File: src/rtl/light_manager_mc.sv
// -----------------------------------------------------------------------------
// light_manager_mc
//   Multi-channel LED brightness manager. Keeps one brightness target per
//   channel. Encoder inc/dec pulses move the target of the selected channel
//   by STEP, saturating at 0 and MAX. A next_ch pulse advances the selection.
//   Each channel's level ramps one LSB per ramp tick toward its target and
//   drives its own PWM output. The PWM duty is shadowed at period boundaries
//   so an output never glitches mid-period.
//
// Ports
//   clk_i      in   1        clock, rising edge
//   rst_n_i    in   1        asynchronous active-low reset
//   inc_i      in   1        pulse: raise target of selected channel by STEP
//   dec_i      in   1        pulse: lower target of selected channel by STEP
//   next_ch_i  in   1        pulse: select next channel (wraps)
//   all_off_i  in   1        pulse: set every target to 0
//   pwm_o      out  NUM_CH   registered PWM, one bit per channel
//   ch_sel_o   out  CH_W     selected channel (registered)
//   target_o   out  VALUE_W  target of the selected channel (mux of registers)
//   busy_o     out  1        registered; 1 while any level differs from target
// -----------------------------------------------------------------------------
module light_manager_mc #(
  parameter  int NUM_CH   = 4,
  parameter  int VALUE_W  = 8,
  parameter  int STEP     = 5,
  parameter  int RAMP_DIV = 1000,
  localparam int CH_W     = $clog2(NUM_CH)
) (
  input  logic               clk_i,
  input  logic               rst_n_i,
  input  logic               inc_i,
  input  logic               dec_i,
  input  logic               next_ch_i,
  input  logic               all_off_i,
  output logic [NUM_CH-1:0]  pwm_o,
  output logic [CH_W-1:0]    ch_sel_o,
  output logic [VALUE_W-1:0] target_o,
  output logic               busy_o
);

  localparam int MAX     = 2**VALUE_W - 1;
  localparam int PRESC_W = (RAMP_DIV > 1) ? $clog2(RAMP_DIV) : 1;

  typedef logic [VALUE_W-1:0] value_t;
  // One extra bit so MAX-STEP and target+STEP compare without wrapping.
  typedef logic [VALUE_W:0]   wide_t;
  typedef logic [PRESC_W-1:0] presc_t;
  typedef logic [CH_W-1:0]    ch_t;

  localparam wide_t  MAX_W      = wide_t'(MAX);
  localparam wide_t  STEP_W     = wide_t'(STEP);
  localparam value_t MAX_V      = value_t'(MAX);
  localparam presc_t PRESC_LAST = presc_t'(RAMP_DIV - 1);
  localparam ch_t    CH_LAST    = ch_t'(NUM_CH - 1);

  // ---------------------------------------------------------------------------
  // Saturating arithmetic helpers
  // ---------------------------------------------------------------------------
  function automatic value_t sat_inc(input value_t v);
    wide_t w;
    w = {1'b0, v};
    if (w > MAX_W - STEP_W) return MAX_V;
    else                    return value_t'(w + STEP_W);
  endfunction

  function automatic value_t sat_dec(input value_t v);
    wide_t w;
    w = {1'b0, v};
    if (w < STEP_W) return '0;
    else            return value_t'(w - STEP_W);
  endfunction

  function automatic value_t step_toward(input value_t lvl, input value_t tgt);
    if (lvl < tgt)      return lvl + value_t'(1);
    else if (lvl > tgt) return lvl - value_t'(1);
    else                return lvl;
  endfunction

  // ---------------------------------------------------------------------------
  // State
  // ---------------------------------------------------------------------------
  value_t            target_q [NUM_CH];
  value_t            target_d [NUM_CH];
  value_t            level_q  [NUM_CH];
  value_t            level_d  [NUM_CH];
  value_t            duty_q   [NUM_CH];
  value_t            duty_d   [NUM_CH];
  value_t            cnt_q;
  presc_t            presc_q;
  presc_t            presc_d;
  ch_t               ch_sel_q;
  ch_t               ch_sel_d;
  logic [NUM_CH-1:0] pwm_q;
  logic [NUM_CH-1:0] pwm_d;
  logic              busy_q;
  logic              busy_d;
  logic              tick;
  logic              period_end;

  assign tick       = (presc_q == PRESC_LAST);
  assign period_end = (cnt_q == MAX_V);

  // ---------------------------------------------------------------------------
  // Target update and channel select
  // ---------------------------------------------------------------------------
  // NOTE: every always_comb output gets a full default first, so no path can
  // leave a value unassigned and infer a latch.
  always_comb begin
    target_d = target_q;
    if (all_off_i) begin
      for (int k = 0; k < NUM_CH; k++) target_d[k] = '0;
    end else if (inc_i && !dec_i) begin
      target_d[ch_sel_q] = sat_inc(target_q[ch_sel_q]);
    end else if (dec_i && !inc_i) begin
      target_d[ch_sel_q] = sat_dec(target_q[ch_sel_q]);
    end
  end

  always_comb begin
    ch_sel_d = ch_sel_q;
    if (next_ch_i) ch_sel_d = (ch_sel_q == CH_LAST) ? '0 : ch_sel_q + ch_t'(1);
  end

  // ---------------------------------------------------------------------------
  // Ramp, duty shadow, PWM compare and busy flag
  // ---------------------------------------------------------------------------
  always_comb begin
    presc_d = tick ? '0 : presc_q + presc_t'(1);
    level_d = level_q;
    duty_d  = duty_q;
    pwm_d   = '0;
    busy_d  = 1'b0;
    for (int k = 0; k < NUM_CH; k++) begin
      if (tick)       level_d[k] = step_toward(level_q[k], target_q[k]);
      // Duty only follows the level on the last count of a period.
      if (period_end) duty_d[k]  = level_q[k];
      pwm_d[k] = (cnt_q < duty_q[k]);
      if (level_q[k] != target_q[k]) busy_d = 1'b1;
    end
  end

  // NOTE: sequential state is written with non-blocking assignments only, so
  // every register samples the pre-edge values of the others.
  always_ff @(posedge clk_i or negedge rst_n_i) begin
    if (!rst_n_i) begin
      // NOTE: the per-channel arrays are plain flops whose values are visible
      // on the outputs, so every entry is cleared rather than left undefined.
      for (int k = 0; k < NUM_CH; k++) begin
        target_q[k] <= '0;
        level_q[k]  <= '0;
        duty_q[k]   <= '0;
      end
      cnt_q    <= '0;
      presc_q  <= '0;
      ch_sel_q <= '0;
      pwm_q    <= '0;
      busy_q   <= 1'b0;
    end else begin
      for (int k = 0; k < NUM_CH; k++) begin
        target_q[k] <= target_d[k];
        level_q[k]  <= level_d[k];
        duty_q[k]   <= duty_d[k];
      end
      cnt_q    <= cnt_q + value_t'(1);
      presc_q  <= presc_d;
      ch_sel_q <= ch_sel_d;
      pwm_q    <= pwm_d;
      busy_q   <= busy_d;
    end
  end

  assign pwm_o    = pwm_q;
  assign ch_sel_o = ch_sel_q;
  assign target_o = target_q[ch_sel_q];
  assign busy_o   = busy_q;

endmodule

File: config.mk
export PLATFORM = sky130hd
export DESIGN_NAME = light_manager_mc
export DESIGN_NICKNAME = d
export VERILOG_FILES = /design/src/rtl/light_manager_mc.sv
export SDC_FILE = /design/constraint.sdc
export NUM_CORES = 1
export LEC_CHECK = 0
export BUFFER_PORTS_ARGS = -buffer_cell sky130_fd_sc_hd__clkbuf_2
export CAP_MARGIN = 0
export CORE_ASPECT_RATIO = 1.1
export CORE_MARGIN = 4
export CORE_UTILIZATION = 47
export CTS_BUF_LIST = sky130_fd_sc_hd__clkbuf_8
export CTS_CLUSTER_SIZE = 40
export DETAILED_ROUTE_END_ITERATION = 16
export HOLD_SLACK_MARGIN = 0.15
export SLEW_MARGIN = 25
export SYNTH_ARGS = -nofsm -noshare
export SYNTH_HDL_FRONTEND = slang
export SYNTH_SLANG_ARGS = --single-unit
export TNS_END_PERCENT = 50
File: constraint.sdc
create_clock -name clk_i -period 6.32 [get_ports clk_i]
set_input_delay 1.264 -clock clk_i [delete_from_list [all_inputs] [get_ports clk_i]]
set_output_delay 1.264 -clock clk_i [all_outputs]
set_load 0.005 [all_outputs]
* Yosys cells after proc, flatten, opt, wreduce, memory -nomap -nowiden
Cells that the tools add are included.
Storage, ports and cells: logic and storage cells 99, input bits 6, bits in registers 121
Operators by class: bitwise operators 1, reduce and logical (&&, ||, !) cells 14, add/subtract/negate cells 13, equality and inequality tests 7, multiplexer cells 31, magnitude comparators 16
Operators by type and width (count):
- $mux 8 | 18
- $mux 32 | 3
- $bwmux 32 | 2
- $lt 8x8->1 | 8
- $add 8x1->8 const B | 5
- $gt 8x8->1 | 4
- $ne 8x8->1 | 4
- $sub 8x1->8 const B | 4
- $bmux 8 s2 | 1
- $demux 8 s2 | 1
- $add 10x1->10 const B | 1
- $eq 10x10->1 const B | 1
- $mux 10 | 1
- $add 8x3->8 const B | 1
- $eq 8x8->1 const B | 1
- $gt 8x8->1 const B | 1
- $lt 8x3->1 const B | 1
- $reduce_and 2->1 | 4
- $reduce_bool 2->1 | 4
- $sub 8x3->8 const B | 1
- $mux 1 | 4
- $ge 3x3->1 const B | 1
- $logic_and 1x1->1 | 3
- $lt 3x1->1 const B | 1
- 6 further kinds | 7

* Depth between registers and ports, before layout
Gate-level depths: netlist of run 1.
depth after elaboration 13, gate-level depth with buffers 14, depth with buffers taken out 14

* Least setup slack after synthesis of run 1
Ideal clock, no wire load.
path type register to register, start register level_q[17] in the netlist's numbering, end register level_q[23] in the netlist's numbering, path buffers 0, path slack 3.454 ns, cell stages (with the launch flop) 14, arrival time 2.741 ns, cells stage by stage dfrtp_1 ha_1 nor2b_1 o211ai_1 a21oi_1 a211o_1 ha_1 a21o_1 a211oi_1 o21ai_0 o211ai_1 xor2_1 nor2_1 xor2_1
On the way: longest elaborated chain between the ends 3
Ends and longest elaborated chain:
- start, declared | RTL line 84 | value_t level_q [NUM_CH];
- start signal, assigned by index | RTL line 161 | level_q[k] <= level_d[k];
- $sub 8x1->8 (tied with other cells) | RTL line 75 | else if (lvl > tgt) return lvl - value_t'(1);
- $mux 8 or $reduce_bool 2->1 (tied branches)
- $mux 8 or $reduce_and 2->1 (tied branches)
Parallel ways exist; a longest one is shown, timed or not. The select of a mux whose other input is x is not followed. A chain may end at the register's enable or synchronous reset.

* Worst setup path in the final report of run 1
start register ch_sel_q[0], in the netlist ch_sel_o[0], end output target_o[2]
On the way: longest elaborated chain between the ends 4
Ends and longest elaborated chain:
- start, declared | RTL line 91 | ch_t ch_sel_q;
- start signal, assigned | RTL line 166 | ch_sel_q <= ch_sel_d;
- $not 2->3 (not written as such) | RTL line 174 | assign target_o = target_q[ch_sel_q];
- $bmux 8 s2 | RTL line 174
- $mux 8 (not written as such) (2 in series) | RTL line 174
- end, declared | RTL line 37 | output logic [VALUE_W-1:0] target_o,
Every way passes these cells. The select of a mux whose other input is x is not followed.

==> impl_metrics.tcl, run 1 <==
set metrics [dict create \
    period_minus_slack_ns 3.397 \
    die_x_um 128.4 \
    p_per_area_nw_per_um2 224.0 \
    path_max_fanout 13 \
    yosys_warnings 0 \
    firstDrtPassIters 7 \
    setup_tns_ns 0 \
    drive_above_1_share_pct 9.682 \
    clkSinkCount 121 \
    r2r_cells 14 \
    cts_setup_buffers 0 \
    synth_nets 857 \
    routed_wl_um 16510 \
    antenna_found_initial 0 \
    seq_area_um2 3028 \
    synth_area_um2 7492 \
    grt_max_degree 73 \
    crit_cells 2 \
    synth_seq_cells 121 \
    portBuffers 20 \
    ios 21 \
    drv_cap 0 \
    p_leak_uw 0.003853 \
    vdd_drop_max_mv 0.2153 \
    end_kind "output pin" \
    synth_edf_count 0 \
    gp_congestion 0.8765 \
    synthCells 754 \
    syn_to_final_growth_pct 8.734 \
    wire_per_inst_um 16.76 \
    gr-usage-met1_pct 25.85 \
    hold_depth 1 \
    critPathBufInv 1 \
    fmax_mhz 294.4 \
    hold_viol 0 \
    multi_input_area_um2 4120 \
    fp-row-count 48 \
    outcome "finished, final reports clean" \
    start_kind "register" \
    fin_skew_ns 0.007050 \
    postSynthAreaPerCell_um2 9.937 \
    place_inst 958 \
    grt_pass1_vias 5506 \
    root_buffer "clkbuf_8" \
    required_ns 5.06 \
    clkSlewWorstSetupHoldPaths_ns 0.07 \
    grt_overflow 0 \
    nNetsFinal 880 \
    placed_cell_area_um2 7782 \
    drcViolationCount 0 \
    htreeDepth 4 \
    final_cells 985 \
    setup_violations 0 \
    yosysSeqAreaShare_pct 40.41 \
    clk_latency_ns 0.44 \
    cp_top_family "flip-flops" \
    worstHoldStart "presc_q[0]" \
    grt_setup_unrepaired "false" \
    use_met2_pct 31.80 \
    critPathKind "register to output pin" \
    crit_slowest_cell "dfrtp_1" \
    met3_usage_pct 3.699 \
    route.vias.total 5468 \
    cpPeakStageDelay_ns 0.76 \
    finalCritPeriodShare_pct 53.75 \
    grtUsageTotal_pct 19.57 \
    ctsResizeCount 0 \
    tritoncts "built" \
    gr-max-usage-layer "met2" \
    fill_cells 1435 \
    viasPerCell 5.551 \
    core_area_um2 15680 \
    cp.arrival_ns 2.13 \
    worst_pin_slew_ns 0.7783 \
    timing.rr.start "target_q[1]" \
    cts_buffers 17 \
    clock_tree.buffer_depth 2 \
    die_area_um2 18030 \
    antenna_cells 0 \
    drt_iter0_drc 347 \
    die_h_um 140.4 \
    slew_viol_final 0 \
    path_cells "mux4_2, clkbuf_2" \
    route.antenna.remaining_nets 0 \
    grt_pass1_wl_um 27920 \
    slew_headroom_pct 48.11 \
    cts-hold-fix-buffers 0 \
    ys_types 42 \
    synth_flop_cell "dfrtp_1" \
    final_cell_area_um2 8147 \
    crit_path_start "ch_sel_o[0]" \
    initial_core_util_pct 47.80 \
    hold_path_class "register to register" \
    dp_hpwl_um 12550 \
    async_flop_share_pct 100.0 \
]
## worst register-to-register path: stages (launching register included)
cell and delay, ns:
dfrtp_1 0.44, inv_1 0.08, ha_1 0.31, nor2b_1 0.14, o211ai_1 0.15, a21oi_1 0.09, a211o_1 0.41, ha_1 0.34
a21o_1 0.17, a211oi_1 0.31, o21ai_0 0.14, o211ai_1 0.13, xor2_1 0.17, nor2_1 0.06, xor2_1 0.14
## layout make-up
cell class                 instances  share of cell area, %
sequential                       121                  37.17
clock buffer                      23                  3.886
tap                              200                  3.072
clock inverter                     4                 0.5376
multi-input combinational        544                  50.58
timing repair buffer              22                  1.490
inverter                          71                  3.271
## logic make-up after synthesis
| kind of cell | count (synthesis) | share of synthesized area, % |
|---|---|---|
| AOI/OAI and AO/OA | 196 | 16.77 |
| and+or+nand+nor | 177 | 11.04 |
| DFF | 121 | 40.41 |
| adders and majority gates | 97 | 16.60 |
| buffers and inverters | 89 | 4.593 |
| xor gates and xnor gates | 50 | 5.845 |
| muxes | 24 | 4.743 |
## Yosys cell counts, drive strengths merged, types with 2 or more instances
cell type  count  area share, %
a211o          8           0.94
a211oi         5           0.67
a21bo          4           0.53
a21o          24            2.4
a21oi         36            2.5
a22o          20            2.3
and2           5           0.42
and3           6           0.50
buf            3           0.28
clkbuf        15           0.75
dfrtp        121             40
fa             4            1.1
ha            93             16
inv           71            3.6
mux2          12            1.8
mux2i          4           0.53
mux4           8            2.4
nand2         72            3.6
nand2b         6           0.50
nand3         10           0.67
nand3b         2           0.20
nand4          9           0.75
nor2          30            1.5
nor2b         14            1.2
nor3          17            1.1
o211ai         8           0.80
o21ai         77            5.1
o21bai         8           0.80
o31ai          2           0.20
or3            4           0.33
or4            2           0.25
xnor2         28            3.3
xor2          22            2.6
## routing by layer
layer | wire [µm] | part of all wire, % | up-vias
li1 | - | - | 2690
met1 | 7608 | 46 | 2642
met2 | 7922 | 48 | 102
met5 | 0 | 0 | -
met4 | 396 | 2.4 | 0
met3 | 584 | 3.5 | 34
## per-stage QoR
stage / util, % / power [µW] / setup WS [ns] / hold WS (ns)
floorplan: - / 1099 / 3.454 / 0.4329
global placement: 49.65 / 1186 / 3.232 / 0.4457
detailed placement: 49.65 / 1197 / 3.150 / 0.4615
CTS: 51.95 / 1845 / 2.886 / 0.4707
global route: 51.97 / 1934 / 2.780 / 0.4938
finish: 51.97 / 1825 / 2.923 / 0.4663
## worst paths after layout
kind	end	slack [ns]
min in group asynchronous	duty_q[30]	0.84
setup reg to reg	level_q[7]	3.14
hold / removal	presc_q[0]	0.47
max in group asynchronous	level_q[1]	4.39
setup / recovery	target_o[2]	2.92
hold reg to reg	presc_q[0]	0.47
## sequential cells by signal, summed over array words and instances (netlist names)
| signal | count |
|---|---|
| pwm_o | 4 |
| level_q | 32 |
| presc_q | 10 |
| duty_q | 32 |
| busy_o | 1 |
| cnt_q | 8 |
| target_q | 32 |
| ch_sel_o | 2 |
## power breakdown
part / internal (µW) / leakage, µW / switching (µW)
Combinational: 145 / 0.00201 / 206
Clock: 360 / 0.000193 / 282
Sequential: 792 / 0.00166 / 40.8
## cell usage in the layout (no fill, tap or decap), types with 5 or more instances in the layout
cell and count:
clkbuf_8 23, ha_1 93, nor2b_1 14, mux2_2 12, o21ai_1 14, a22o_1 20, a211o_1 8, a21o_1 24
o211ai_1 8, xnor2_1 28, a21oi_1 34, nor2_1 30, o21ai_0 63, and3_1 6, nand2_1 72, nand3_1 10
dfrtp_1 121, o21bai_1 8, nand4_1 9, nand2b_1 6, clkbuf_2 19, nor3_1 17, and2_1 5, inv_1 72
mux4_2 8, xor2_1 22
(Power assumes the default switching activity.)
==> inputs of run 2 (changes only) <==
==> constraint.sdc (replaced) <==
create_clock -name clk_i -period 3.56 [get_ports clk_i]
set_input_delay 0.712 -clock clk_i [delete_from_list [all_inputs] [get_ports clk_i]]
set_output_delay 0.712 -clock clk_i [all_outputs]
set_load 0.005 [all_outputs]
==> run 2 against run 1 <==
Count of clock-buffer cells in the layout decreased by 4. Register-to-register slack worse by 2.8 ns. Critical path type is now register to register. Critical path depth is 12 higher. Highest routed layer unchanged. Worst setup slack lost 2.6 ns. Wire length is 0.36% lower. Sequential cell count unchanged. Final area is 1.2% higher. Die area stayed put. Combinational power up 80%. Core utilization rose by 0.62 points.
==> impl_metrics.tcl, run 2 (same netlist as run 1, synthesis figures left out) <==
set metrics [dict create \
    outcome "finished, final reports clean" \
    grtUsageTotal_pct 19.86 \
    clkSlewWorstSetupHoldPaths_ns 0.07 \
    antenna_found_initial 0 \
    drt_iter0_drc 320 \
    r2r_cells 14 \
    tritoncts "built" \
    finalCritPeriodShare_pct 91.56 \
    viasPerCell 5.489 \
    ios 21 \
    drive_above_1_share_pct 10.10 \
    wire_per_inst_um 16.58 \
    grt_pass1_vias 5614 \
    routed_wl_um 16450 \
    root_buffer "clkbuf_8" \
    fin_util_pct 52.59 \
    p_leak_uw 0.003910 \
    route.antenna.remaining_nets 0 \
    core_area_um2 15680 \
    syn_to_final_growth_pct 10.04 \
    drv_cap 0 \
    setup_violations 0 \
    worst_pin_slew_ns 0.6885 \
    fp-row-count 48 \
    hold_path_class "input port to async pin" \
    path_max_fanout 9 \
    layout_commonest_cell "dfrtp_1" \
    grt_max_degree 63 \
    slew_viol_final 0 \
    fin_skew_ns 0.008205 \
    cts-hold-fix-buffers 0 \
    ctsResizeCount 0 \
    htreeDepth 4 \
    most-common-layout-cells "dfrtp_1, ha_1, inv_1" \
    required_ns 3.89 \
    dp_hpwl_um 12370 \
    vdd_drop_max_mv 0.2612 \
    antenna_cells 0 \
    grt_setup_unrepaired "false" \
    grt_pass1_wl_um 28500 \
    hold_viol 0 \
    slew_headroom_pct 54.10 \
    p_per_area_nw_per_um2 416.5 \
    drcViolationCount 0 \
    cp.arrival_ns 3.59 \
    gp_congestion 0.9342 \
    clock_tree.buffer_depth 2 \
    route.vias.total 5445 \
    die_h_um 140.4 \
    setup_tns_ns 0 \
    die_x_um 128.4 \
    fill_cells 1407 \
    critPathKind "register to register" \
    clk_latency_ns 0.45 \
    end_kind "register" \
    cts_buffers 17 \
    firstDrtPassIters 5 \
    initial_core_util_pct 47.80 \
    reg.largest.list "duty_q (32), level_q (32), target_q (32)" \
    period_minus_slack_ns 3.260 \
    cts_setup_buffers 0 \
    fmax_mhz 306.8 \
    start_kind "register" \
    clkSinkCount 121 \
    portBuffers 20 \
    grt_overflow 0 \
    die_area_um2 18030 \
    nNetsFinal 882 \
]
[run 2: changes by cell type in the layout (fill, tap and decap cells not counted)]
cell       change
buf_6          -1
inv_1          +3
bufinv_16      +3
buf_12         +2
clkbuf_8       -4
clkinv_2       +3
buf_4          +1
[run 2: metal layers]
layer	wire, µm	GRT usage (%)	vias up
met3	501	3.814	36
met5	0	0	-
met2	7798	31.82	98
met4	472	7.765	0
li1	-	-	2707
met1	7680	26.52	2604
[run 2: where the power goes]
group	internal (µW)	switching, µW
clock	783	542
combinational	260	372
sequential	1400	71.6
total	2450	986
[run 2: final timing paths]
check | slack [ns] | endpoint | from
worst max-delay path | 0.30 | level_q[23] | target_q[17]
worst min-delay path | 0.30 | duty_q[31] | rst_n_i
worst max register to register | 0.30 | level_q[23] | target_q[17]
worst min register to register | 0.46 | presc_q[0] | presc_q[0]
max in group asynchronous | 2.49 | presc_q[0] | rst_n_i
min in group clk_i | 0.46 | presc_q[0] | presc_q[0]
[run 2: per-stage QoR]
| step | setup slack [ns] | hold WS [ns] | total power (µW) | instances | area [µm²] |
|---|---|---|---|---|---|
| 5_1_grt | 0.1039 | 0.3299 | 3611 | 992 | 8244 |
| 4_1_cts | 0.3270 | 0.2869 | 3473 | 992 | 8244 |
| 3_5_place_dp | 0.3414 | 0.4543 | 2132 | 960 | 7823 |
| 2_1_floorplan | 0.6935 | 0.4164 | 1952 | 754 | 7492 |
| 6_report | 0.3003 | 0.2953 | 3434 | 992 | 8244 |
| 3_3_place_gp | 0.4880 | 0.4464 | 2120 | 960 | 7823 |
[run 2: final cells by class]
| class | instances | area (µm²) | area share (%) |
|---|---|---|---|
| Multi-Input combinational cell | 544 | 4120 | 49.98 |
| Sequential cell | 121 | 3028 | 36.73 |
| Inverter | 71 | 266.5 | 3.233 |
| Clock buffer | 19 | 261.5 | 3.172 |
| Tap cell | 200 | 250.2 | 3.035 |
| Clock inverter | 13 | 160.2 | 1.943 |
| Timing Repair Buffer | 24 | 157.7 | 1.912 |
[run 2: critical path, cell delays in order, from the launching register on]
cell      delay [ns]
dfrtp_1         0.40
inv_1           0.07
ha_1            0.30
nor2b_1         0.14
o211ai_1        0.15
a21oi_1         0.09
a211o_1         0.42
ha_1            0.33
a21o_1          0.19
a211oi_1        0.35
o21ai_0         0.18
o211ai_1        0.15
xor2_1          0.17
nor2_1          0.07
xor2_1          0.15
==> inputs of run 3 (changes only) <==
--- a/config.mk
+++ b/config.mk
@@ -9,11 +9,12 @@
 export CAP_MARGIN = 0
 export CORE_ASPECT_RATIO = 1.1
 export CORE_MARGIN = 4
-export CORE_UTILIZATION = 47
+export CORE_UTILIZATION = 59
 export CTS_BUF_LIST = sky130_fd_sc_hd__clkbuf_8
 export CTS_CLUSTER_SIZE = 40
 export DETAILED_ROUTE_END_ITERATION = 16
 export HOLD_SLACK_MARGIN = 0.15
+export PLACE_DENSITY = 0.79
 export SLEW_MARGIN = 25
 export SYNTH_ARGS = -nofsm -noshare
 export SYNTH_HDL_FRONTEND = slang
==> constraint.sdc (replaced) <==
create_clock -name clk_i -period 2.9 [get_ports clk_i]
set_input_delay 0.58 -clock clk_i [delete_from_list [all_inputs] [get_ports clk_i]]
set_output_delay 0.58 -clock clk_i [all_outputs]
set_load 0.005 [all_outputs]
==> run 3 against run 2 <==
Worst setup slack worse by 0.29 ns. Wire length up 8.4%. Count of clock-buffer cells in the layout unchanged. Global-route usage up 5.4 points. Via count up 9.2%. Clock skew up 0.00084 ns. Hold slack worse by 0.13 ns. Maximum frequency up 13%. Sequential cell count unchanged. Clock power up 8%. Sequential power up 20%. Register-to-register slack worse by 0.29 ns.
==> impl_metrics.tcl, run 3 (same netlist as run 1, synthesis figures left out) <==
set metrics [dict create \
    outcome "finished, final reports clean" \
    start_kind "register" \
    fin_skew_ns 0.009042 \
    cp_top_family "compound AO/OA/AOI/OAI gates" \
    most-common-layout-cells "dfrtp_1, ha_1, nand2_1" \
    hold_viol 0 \
    final_cells 1003 \
    cp.arrival_ns 3.23 \
    p_leak_uw 0.004220 \
    cts-hold-fix-buffers 0 \
    die_x_um 115.4 \
    worst_slack_ns 0.01090 \
    viasPerCell 5.928 \
    critPathKind "register to register" \
    required_ns 3.24 \
    clkSlewWorstSetupHoldPaths_ns 0.07 \
    drcViolationCount 0 \
    routed_wl_um 17840 \
    drv_cap 0 \
    whs_ns 0.1639 \
    root_buffer "clkbuf_8" \
    critPathBufInv 1 \
    firstDrtPassIters 5 \
    grt_setup_unrepaired "true" \
    dp_hpwl_um 12910 \
    crit_path_frequent_cell "a21o_1" \
    clock_tree.buffer_depth 2 \
    fmax_mhz 346.1 \
    die_area_um2 14570 \
    path_max_fanout 5 \
    vdd_drop_max_mv 0.5265 \
    nNetsFinal 939 \
    syn_to_final_growth_pct 18.35 \
    path_cells "inv_2, ha_4, a21o_1, a21o_1, a211o_1, ha_1, a21o_1, a211oi_2, o21ai_1, o211ai_1, xor2_1, nor2_1, xor2_1" \
    route.vias.total 5946 \
    layout_commonest_cell "dfrtp_1" \
    crit_slowest_cell "dfrtp_1" \
    route.antenna.remaining_nets 0 \
    worstReg2RegEnd "level_q[7]" \
    core_area_um2 12240 \
    slew_headroom_pct 50.45 \
    finalCritPeriodShare_pct 99.62 \
    fp-row-count 42 \
    grt_max_degree 52 \
    wire_per_inst_um 17.79 \
    timing.rr.start "target_q[5]" \
    ios 21 \
    gp_congestion 0.9280 \
    worst_pin_slew_ns 0.7370 \
    clk_latency_ns 0.45 \
    setup_violations 0 \
    cts_buffers 17 \
    period_minus_slack_ns 2.889 \
    die_h_um 126.2 \
    grt_pass1_wl_um 29010 \
    htreeDepth 4 \
    fin_util_pct 72.42 \
    hold_path_class "input port to async pin" \
    grt_pass1_vias 6036 \
    final_cell_area_um2 8867 \
    portBuffers 20 \
    dpl_worst_slack_ns -0.1519 \
    grt_overflow 0 \
    drive_above_1_share_pct 21.44 \
    cpPeakStageDelay_ns 0.42 \
    reg.largest.list "duty_q (32), level_q (32), target_q (32)" \
    end_kind "register" \
    drt_iter0_drc 428 \
    antenna_cells 0 \
    clkSinkCount 121 \
    slew_viol_final 0 \
    grtUsageTotal_pct 25.24 \
    antenna_found_initial 0 \
    r2r_cells 13 \
    placed_cell_area_um2 8090 \
    place_inst 959 \
    initial_core_util_pct 61.19 \
    rrSetupSlack_ns 0.01 \
    p_per_area_nw_per_um2 482.9 \
    tritoncts "built" \
]
run 3: changes by cell type in the layout (fill, tap and decap cells not counted), sizes merged:
cell and delta:
buf +57, bufinv -2, clkinv +3, inv -1
run 3: what timing repair did:
| item | 4_1_cts | 5_1_grt |
|---|---|---|
| resized for setup | 8 | 46 |
| endpoints found under the setup margin | 8 | 14 |
| setup buffers | 0 | 12 |
| pin swaps | 7 | 35 |
run 3: layout make-up:
class / count / area, µm²
multi-input combinational: 544 / 4425
clock buffer: 19 / 261.5
clock inverter: 13 / 111.4
tap: 154 / 192.7
inverter: 71 / 266.5
fill: 826 / 3377
timing repair buffer: 81 / 580.6
sequential: 121 / 3029
run 3: layer usage:
layer	track usage, %	share of wire, %	vias to the layer above
li1	-	-	2814
met1	31.44	42	2942
met2	42.68	51	144
met3	5.470	4.6	46
met4	9.669	2.9	0
met5	0	0	-
run 3: power breakdown:
part | leakage (µW) | total (µW) | internal, µW | switching, µW
Sequential | 0.00165 | 1780 | 1730 | 55.7
Combinational | 0.00235 | 1060 | 474 | 583
Clock | 0.000212 | 1440 | 785 | 660
Total | 0.00422 | 4280 | 2980 | 1300
run 3: worst max-delay path by stage:
stage | from | to | slack [ns] | cells after the start
detailed placement | target_q[5] | level_q[7] | -0.15 | 13
finish | target_q[5] | level_q[7] | 0.01 | 13
floorplan | level_q[17] | level_q[23] | 0.03 | 13
global route | target_q[1] | level_q[7] | -0.16 | 14
CTS | target_q[1] | level_q[7] | -0.04 | 13
global placement | target_q[21] | level_q[23] | 0.05 | 13
run 3: stage by stage:
step | power, µW | setup TNS, ns
final | 4282 | 0
after global routing | 4485 | -0.4876
after CTS | 4148 | -0.03890
after detailed placement | 2705 | -0.3747
after global placement | 2658 | 0
after floorplan | 2396 | 0
run 3: worst register-to-register path, cell delays in order, from the launching register on:
cell and delay [ns]:
dfrtp_1 0.42, inv_2 0.09, ha_4 0.20, a21o_1 0.16, a21o_1 0.18, a211o_1 0.33
ha_1 0.31, a21o_1 0.20, a211oi_2 0.25, o21ai_1 0.10, o211ai_1 0.13, xor2_1 0.19
nor2_1 0.08, xor2_1 0.14
